**src/rtl/eth_arb_pkg.sv**
```systemverilog
// rtl/eth_arb_pkg.sv - shared FSM state type and round-robin pick helper for the TX packet arbiter
package eth_arb_pkg;

   localparam int MAX_NICS  = 8;
   localparam int MAX_IDX_W = 3;

   typedef enum logic {
      ST_IDLE   = 1'b0,
      ST_LOCKED = 1'b1
   } arb_state_t;

   // One-hot pick of the first requester after 'last', wrapping modulo n.
   function automatic logic [MAX_NICS-1:0] rr_pick(
      input logic [MAX_NICS-1:0]  req,
      input logic [MAX_IDX_W-1:0] last,
      input int                   n
   );
      logic [MAX_NICS-1:0]  g;
      logic                 found;
      int                   idx;
      logic [MAX_IDX_W-1:0] idx_s;
      g     = '0;
      found = 1'b0;
      for (int k = 1; k <= MAX_NICS; k++) begin
         idx   = (int'(last) + k) % n;
         idx_s = idx[MAX_IDX_W-1:0];
         if (k <= n && !found && req[idx_s]) begin
            g[idx_s] = 1'b1;
            found    = 1'b1;
         end
      end
      return g;
   endfunction

endpackage

```
**src/rtl/rr_arbiter.sv**
```systemverilog
// rtl/rr_arbiter.sv - round-robin search over NUM_REQ requesters starting after the last winner
module rr_arbiter #(
   parameter int NUM_REQ = 3,
   parameter int IDX_W   = $clog2(NUM_REQ)
) (
   input  logic [NUM_REQ-1:0] req,
   input  logic [IDX_W-1:0]   last,
   output logic [NUM_REQ-1:0] grant,
   output logic               valid
);
   import eth_arb_pkg::*;

   logic [MAX_NICS-1:0] req_w;
   logic [MAX_NICS-1:0] pick;
   logic                unused_pick;

   assign req_w       = MAX_NICS'(req);
   assign pick        = rr_pick(req_w, MAX_IDX_W'(last), NUM_REQ);
   assign grant       = pick[NUM_REQ-1:0];
   assign valid       = |req;
   assign unused_pick = ^pick;

endmodule

```
**src/rtl/eth_tx_pkt_arbiter.sv**
```systemverilog
// rtl/eth_tx_pkt_arbiter.sv - packet-granular round-robin merge of NIC TX streams into one registered output
module eth_tx_pkt_arbiter #(
   parameter  int NUM_NICS    = 3,
   parameter  int DATA_WIDTH  = 256,
   parameter  int EMPTY_WIDTH = 5,
   parameter  int CNT_WIDTH   = 32,
   localparam int IDX_W       = $clog2(NUM_NICS)
) (
   input  logic                            clk,
   input  logic                            reset,
   input  logic [NUM_NICS-1:0]             in_valid,
   input  logic [NUM_NICS-1:0]             in_sop,
   input  logic [NUM_NICS-1:0]             in_eop,
   input  logic [NUM_NICS-1:0]             in_error,
   input  logic [NUM_NICS*DATA_WIDTH-1:0]  in_data,
   input  logic [NUM_NICS*EMPTY_WIDTH-1:0] in_empty,
   output logic [NUM_NICS-1:0]             in_ready,
   output logic                            out_valid,
   output logic                            out_sop,
   output logic                            out_eop,
   output logic                            out_error,
   output logic [DATA_WIDTH-1:0]           out_data,
   output logic [EMPTY_WIDTH-1:0]          out_empty,
   input  logic                            out_ready,
   output logic [IDX_W-1:0]                grant_idx,
   output logic                            grant_active,
   output logic [NUM_NICS*CNT_WIDTH-1:0]   pkt_cnt,
   output logic [CNT_WIDTH-1:0]            drop_cnt
);
   import eth_arb_pkg::*;

   arb_state_t             state_q, state_d;
   logic [IDX_W-1:0]       last_grant_q, grant_q;
   logic [IDX_W-1:0]       sel_idx, cand_idx, orph_idx;
   logic [NUM_NICS-1:0]    cand_grant;
   logic                   cand_valid, orph_valid, slot_free, fwd, drop, sel_eop;
   logic                   sel_sop, sel_err;
   logic [DATA_WIDTH-1:0]  sel_data;
   logic [EMPTY_WIDTH-1:0] sel_empty;
   logic [CNT_WIDTH-1:0]   pkt_cnt_q [NUM_NICS];

   rr_arbiter #(.NUM_REQ(NUM_NICS), .IDX_W(IDX_W)) u_rr (
      .req   (in_valid & in_sop),
      .last  (last_grant_q),
      .grant (cand_grant),
      .valid (cand_valid)
   );

   assign slot_free = !out_valid || out_ready;

   // Descending scan so the lowest-index orphan wins.
   always_comb begin
      cand_idx   = '0;
      orph_idx   = '0;
      orph_valid = 1'b0;
      for (int i = NUM_NICS - 1; i >= 0; i--) begin
         if (cand_grant[i]) cand_idx = IDX_W'(i);
         if (in_valid[i] && !in_sop[i]) begin
            orph_idx   = IDX_W'(i);
            orph_valid = 1'b1;
         end
      end
   end

   always_comb begin
      state_d  = state_q;
      in_ready = '0;
      sel_idx  = grant_q;
      drop     = 1'b0;
      fwd      = 1'b0;
      sel_eop  = 1'b0;
      if (!reset) begin
         unique case (state_q)
            ST_IDLE: begin
               if (cand_valid) begin
                  sel_idx  = cand_idx;
                  in_ready = slot_free ? cand_grant : '0;
               end else if (orph_valid) begin
                  sel_idx            = orph_idx;
                  in_ready[orph_idx] = slot_free;
                  drop               = slot_free;
               end
            end
            ST_LOCKED: in_ready[grant_q] = slot_free;
         endcase
         for (int i = 0; i < NUM_NICS; i++)
            if (sel_idx == IDX_W'(i)) sel_eop = in_eop[i];
         fwd = (|(in_valid & in_ready)) && !drop;
         if (fwd && state_q == ST_IDLE && !sel_eop) state_d = ST_LOCKED;
         if (fwd && state_q == ST_LOCKED && sel_eop) state_d = ST_IDLE;
      end
   end

   always_comb begin
      sel_data  = '0;
      sel_empty = '0;
      sel_sop   = 1'b0;
      sel_err   = 1'b0;
      for (int i = 0; i < NUM_NICS; i++) begin
         if (sel_idx == IDX_W'(i)) begin
            sel_data  = in_data[i*DATA_WIDTH +: DATA_WIDTH];
            sel_empty = in_empty[i*EMPTY_WIDTH +: EMPTY_WIDTH];
            sel_sop   = in_sop[i];
            sel_err   = in_error[i];
         end
      end
   end

   always_ff @(posedge clk) begin
      if (reset) begin
         state_q      <= ST_IDLE;
         last_grant_q <= IDX_W'(NUM_NICS - 1);
         grant_q      <= '0;
         out_valid    <= 1'b0;
         out_sop      <= 1'b0;
         out_eop      <= 1'b0;
         out_error    <= 1'b0;
         out_data     <= '0;
         out_empty    <= '0;
         drop_cnt     <= '0;
         for (int i = 0; i < NUM_NICS; i++) pkt_cnt_q[i] <= '0;
      end else begin
         state_q <= state_d;
         if (fwd) begin
            out_valid <= 1'b1;
            out_sop   <= sel_sop;
            out_eop   <= sel_eop;
            out_error <= sel_err;
            out_data  <= sel_data;
            out_empty <= sel_empty;
            if (state_q == ST_IDLE) begin
               last_grant_q <= sel_idx;
               if (!sel_eop) grant_q <= sel_idx;
            end
         end else if (out_ready) begin
            out_valid <= 1'b0;
         end
         for (int i = 0; i < NUM_NICS; i++)
            if (fwd && sel_eop && sel_idx == IDX_W'(i))
               pkt_cnt_q[i] <= pkt_cnt_q[i] + CNT_WIDTH'(1);
         if (drop) drop_cnt <= drop_cnt + CNT_WIDTH'(1);
      end
   end

   assign grant_idx    = grant_q;
   assign grant_active = (state_q == ST_LOCKED);

   for (genvar g = 0; g < NUM_NICS; g++) begin : g_cnt
      assign pkt_cnt[g*CNT_WIDTH +: CNT_WIDTH] = pkt_cnt_q[g];
   end

endmodule

```
**config.mk**
```make
export PLATFORM = sky130hd
export DESIGN_NAME = eth_tx_pkt_arbiter
export DESIGN_NICKNAME = d
export VERILOG_FILES = /design/src/rtl/eth_arb_pkg.sv /design/src/rtl/rr_arbiter.sv /design/src/rtl/eth_tx_pkt_arbiter.sv
export SDC_FILE = /design/constraint.sdc
export NUM_CORES = 1
export LEC_CHECK = 0
export CORE_AREA = 2 2 467 469
export DETAILED_ROUTE_END_ITERATION = 10
export DIE_AREA = 0 0 469 471
export PLACE_DENSITY = 0.37
export SLEW_MARGIN = 10
export SYNTH_ARGS = -nofsm -noshare
export SYNTH_HDL_FRONTEND = slang
export SYNTH_SLANG_ARGS = --single-unit
```
**constraint.sdc**
```tcl
create_clock -name clk -period 6.4 [get_ports clk]
set_input_delay 0.64 -clock clk [delete_from_list [all_inputs] [get_ports clk]]
set_output_delay 0.64 -clock clk [all_outputs]
set_load 0.02 [all_outputs]
```
==> Implementation_results.wiki <==
{| class="wikitable"
! Metric !! Value
|-
| Outcome || complete, no violations
|-
| Leak pwr || 0.01149 µW
|-
| # Post-CTS Setup Buffers || 0
|-
| Dpl hpwl || roughly 150000 µm
|-
| Detailed-route vias per instance || 3.619
|-
| Worst Path Class, Setup || flip-flop to flip-flop
|-
| P&R area growth vs syn || 86.61%
|-
| Global-route congestion overflow total || 0
|-
| Total power density per cell area || ~400 mW/mm²
|-
| Vias in the first global route || ~22000
|-
| Total number of vias || roughly 22000
|-
| Master of the slowest instance on the critical path || a31o_4
|-
| Initial detailed-routing violation count || between 1000 and 1500
|-
| Sink Count || slightly below 400
|-
| Main synth FF type || dfxtp_1
|-
| Largest voltage drop on the vdd net || roughly 0.21 mV
|-
| Fin Hold WS || 466.4 ps
|-
| Post-detailed-route count of antenna-violating nets || 0
|-
| Number of stages on the worst hold path || 2
|-
| Maximum single-stage delay on the critical path || just under 800 ps
|-
| Number of placement rows || about 170
|-
| Clock latency on the worst-skew pair || approximately 700 ps
|-
| Setup TNS || 0 ps
|-
| Worst reg-to-reg setup slack || 1430 ps
|-
| Cells resized by post-CTS repair || 0
|-
| Synth Cell Area || 0.01976 mm²
|-
| Average routed wire per standard cell || roughly 30 µm
|-
| Top area cells in the synthesized netlist || dfxtp_1, edfxtp_1, mux2i_1, a32oi_1, o21ai_0
|-
| Maximum level of the CTS H-tree || 2
|-
| Worst Hold Endpoint || out_data[198]$_SDFFE_PP0N_
|-
| Clock transition at the registers of the reported paths || around 60 ps
|-
| Cell Chain, Critical Path || inv_1 > ha_1 > and4b_1 > o31a_1 > o311a_1 > a211oi_2 > a31o_4 > buf_4 > buf_4 > mux2i_1 > o21ai_1
|-
| Detailed-routing iteration count for the pre-antenna-repair pass || 5
|-
| Post-detailed-route DRC marker count || 0
|-
| Synth area leader || dfxtp_1
|-
| Proportion of synthesized flip-flops having asynchronous set or reset || 0%
|-
| Unrepaired setup endpoints after global routing || false
|-
| Maximum capacitance violations || 0
|-
| Unique cell type count in the Yosys netlist || between 60 and 70
|-
| Floorplan core area || 0.2161 mm²
|-
| Number of placed I/O pins || around 1200
|-
| Final count of hold timing violations || 0
|-
| Cell type group with the largest total delay on the critical path || compound AO/OA/AOI/OAI gates
|-
| Req. time, crit path || 6950 ps
|-
| Type of element capturing the critical path || flip-flop
|-
| Share of layout cells above drive strength 1 || under 10%
|-
| Bufs and invs on worst path || 3
|-
| Initial antenna violation count || 110
|-
| Post-Synthesis Cells || roughly 2000
|-
| Maximum number of buffers from clock root to sink || 3
|-
| Final Routed Wirelength || between 150000 and 200000 µm
|-
| Slew at the pin closest to its max-slew limit || about 1100 ps
|-
| Starting density of the core || a little under a tenth
|-
| Number of hold-repair buffers added at the cts stage || 0
|-
| Net count after synthesis || roughly 2800
|-
| Headroom to the max-slew limit || a little under a quarter
|-
| Number of buffer cells added on primary ports || 1196
|-
| Routability-driven placement congestion ratio || 0.9051
|-
| Overall fraction of global-route tracks in use || 15.40%
|-
| Global-route wire length before repair || between 200000 and 250000 µm
|-
| Endpoint of the lowest-slack register-to-register path || out_data[70]$_SDFFE_PP0N_
|-
| Floorplan die area || between 0.2 and 0.25 mm²
|-
| Post-synthesis sequential element count || a little under 400
|-
| Chip height || between 400 and 500 µm
|-
| Warnings from Yosys || 0
|-
| Arr. time, crit path || approximately 5500 ps
|-
| Worst Hold Class || flip-flop to flip-flop
|-
| Die outline width || about 470 µm
|-
| Length in cells of the worst reg-to-reg path || 11
|-
| Min-Delay Startpoint || out_data[198]$_SDFFE_PP0N_
|-
| Fmax || slightly above 0.2 GHz
|-
| Clock buffers created by TritonCTS || 56
|-
| Maximum number of pins on one net before global-route repair || 126
|-
| Final worst path period need || about 5000 ps
|-
| Yosys top cell area share || 30.60%
|-
| Most frequent cell on the critical path || buf_4
|-
| CTS root buf || clkbuf_16
|-
| TritonCTS clock tree || yes
|-
| Mean Syn Cell Area || between 9 and 10 µm²
|-
| Sequential element share of the synthesized area || 45.19%
|-
| Critical-path maximum fanout || 26
|-
| Post-synth EDFFs || 96
|-
| Total of endpoints with negative setup slack in the final report || 0
|-
| Final layout net count || 3919
|-
| Final setup skew || between 30 and 40 ps
|-
| Launching element type of the critical path || flip-flop
|-
| Number of max-slew violations in the final report || 0
|-
| Reg-to-reg critical path startpoint || last_grant_q[1]$_SDFFE_PP1P_
|-
| Portion of the clock cycle consumed by the worst path in the final layout || 77.72%
|}
-- cells by family (layout without fill, tap and decap cells) --
kind of cell,after synthesis,count (layout),synth area share (%)
AOI/OAI and AO/OA,598,598,20.91
and+or+nand+nor,409,409,9.753
DFF,398,398,45.19
muxes,267,267,13.53
buffers and inverters,186,1356,4.750
xor gates and xnor gates,115,115,5.098
adders and majority gates,12,12,0.7600
other,0,20,0
-- stage by stage --
stage	instance area (µm²)	utilization [%]	power, µW	setup WS [ps]	std cells
6_report	36870	17.06	14420	1426	6029
5_1_grt	36820	17.04	15230	1167	6012
4_1_cts	36820	17.04	14900	1490	6009
3_5_place_dp	34970	16.18	11510	1204	5905
3_3_place_gp	34970	16.18	11500	1254	5905
2_1_floorplan	19760	-	6830	1113	1985
-- placed cells by master (no fill, tap or decap), types with 29 or more instances in the layout --
cell	netlist	final
a32oi_1	263	263
xnor2_1	48	48
xor2_1	67	67
clkbuf_16	0	57
edfxtp_1	96	96
clkdlybuf4s50_1	0	1195
buf_4	13	29
mux2i_1	266	266
nand2_1	77	76
nand3_1	42	42
dfxtp_1	302	302
o21ai_0	207	206
o21ai_1	71	71
nor2_1	174	174
-- area by class of cell --
class	count	area, µm²
diodes	20	50.05
inverters	12	45.04
clock buffers	77	1622
fillers	24350	179200
repair buffers	1240	12480
well taps	2854	3571
multi-input cells	1401	9941
clock inverters	27	225.2
flip-flops and latches	398	8929
-- worst max path at each step --
stage                                 start                       endpoint  slack, ps  cells past startpoint
2_1_floorplan                   in_valid[2]  pkt_cnt_q[0][0]$_SDFFCE_PN0P_       1110                     10
3_3_place_gp                    in_valid[0]      out_data[70]$_SDFFE_PP0N_       1250                     10
3_5_place_dp                    in_valid[1]      out_data[70]$_SDFFE_PP0N_       1200                     10
4_1_cts        last_grant_q[1]$_SDFFE_PP1P_      out_data[70]$_SDFFE_PP0N_       1490                     11
5_1_grt        last_grant_q[0]$_SDFFE_PP0P_      out_data[70]$_SDFFE_PP0N_       1170                     11
6_report       last_grant_q[1]$_SDFFE_PP1P_      out_data[70]$_SDFFE_PP0N_       1430                     11
-- flip-flops by register name, indices dropped and copies added (netlist names) --
register and count:
out_error 1, out_eop 1, grant_idx 2, pkt_cnt_q 96
drop_cnt 32, last_grant_q 2, out_data 256, out_sop 1
grant_active 1, out_empty 5, out_valid 1
-- routing by layer --
metal	vias to the layer above	global-route usage [%]	part of all wire [%]
met3	253	7.661	11
met4	64	4.100	3.0
li1	9928	-	-
met1	10540	16.54	37
met5	-	0	0.24
met2	1039	26.55	48
-- where the power goes --
group          internal (µW)  switching (µW)  leakage (µW)  total [µW]
registers               3410             700       0.00347        4110
logic                   2560            4510       0.00713        7070
clock network           1840            1400      0.000893        3240
-- Yosys cell counts (all sizes together) (2+ instances only) --
master / count
nand2: 77
xnor2: 48
nor2: 174
inv: 12
edfxtp: 96
a221oi: 2
a21oi: 18
and4: 8
nor4bb: 2
a32oi: 263
nor2b: 7
and3: 24
nand4bb: 2
nand3: 42
o21ai: 278
a21o: 2
a31o: 4
buf: 124
a211oi: 5
and2: 6
dfxtp: 302
mux2i: 266
o21a: 3
nand4: 23
or2: 3
nand2b: 4
nor4: 5
nand4b: 2
ha: 12
nand3b: 2
clkbuf: 50
nor3: 12
or3: 13
o211ai: 5
xor2: 67
o311ai: 2
o311a: 4
-- worst min-delay path, cell delays in order (launching register included) --
cell and delay (ps):
dfxtp_1 330, a32oi_1 50, o21ai_0 60
No activity file was read; power rests on OpenSTA's default activity.
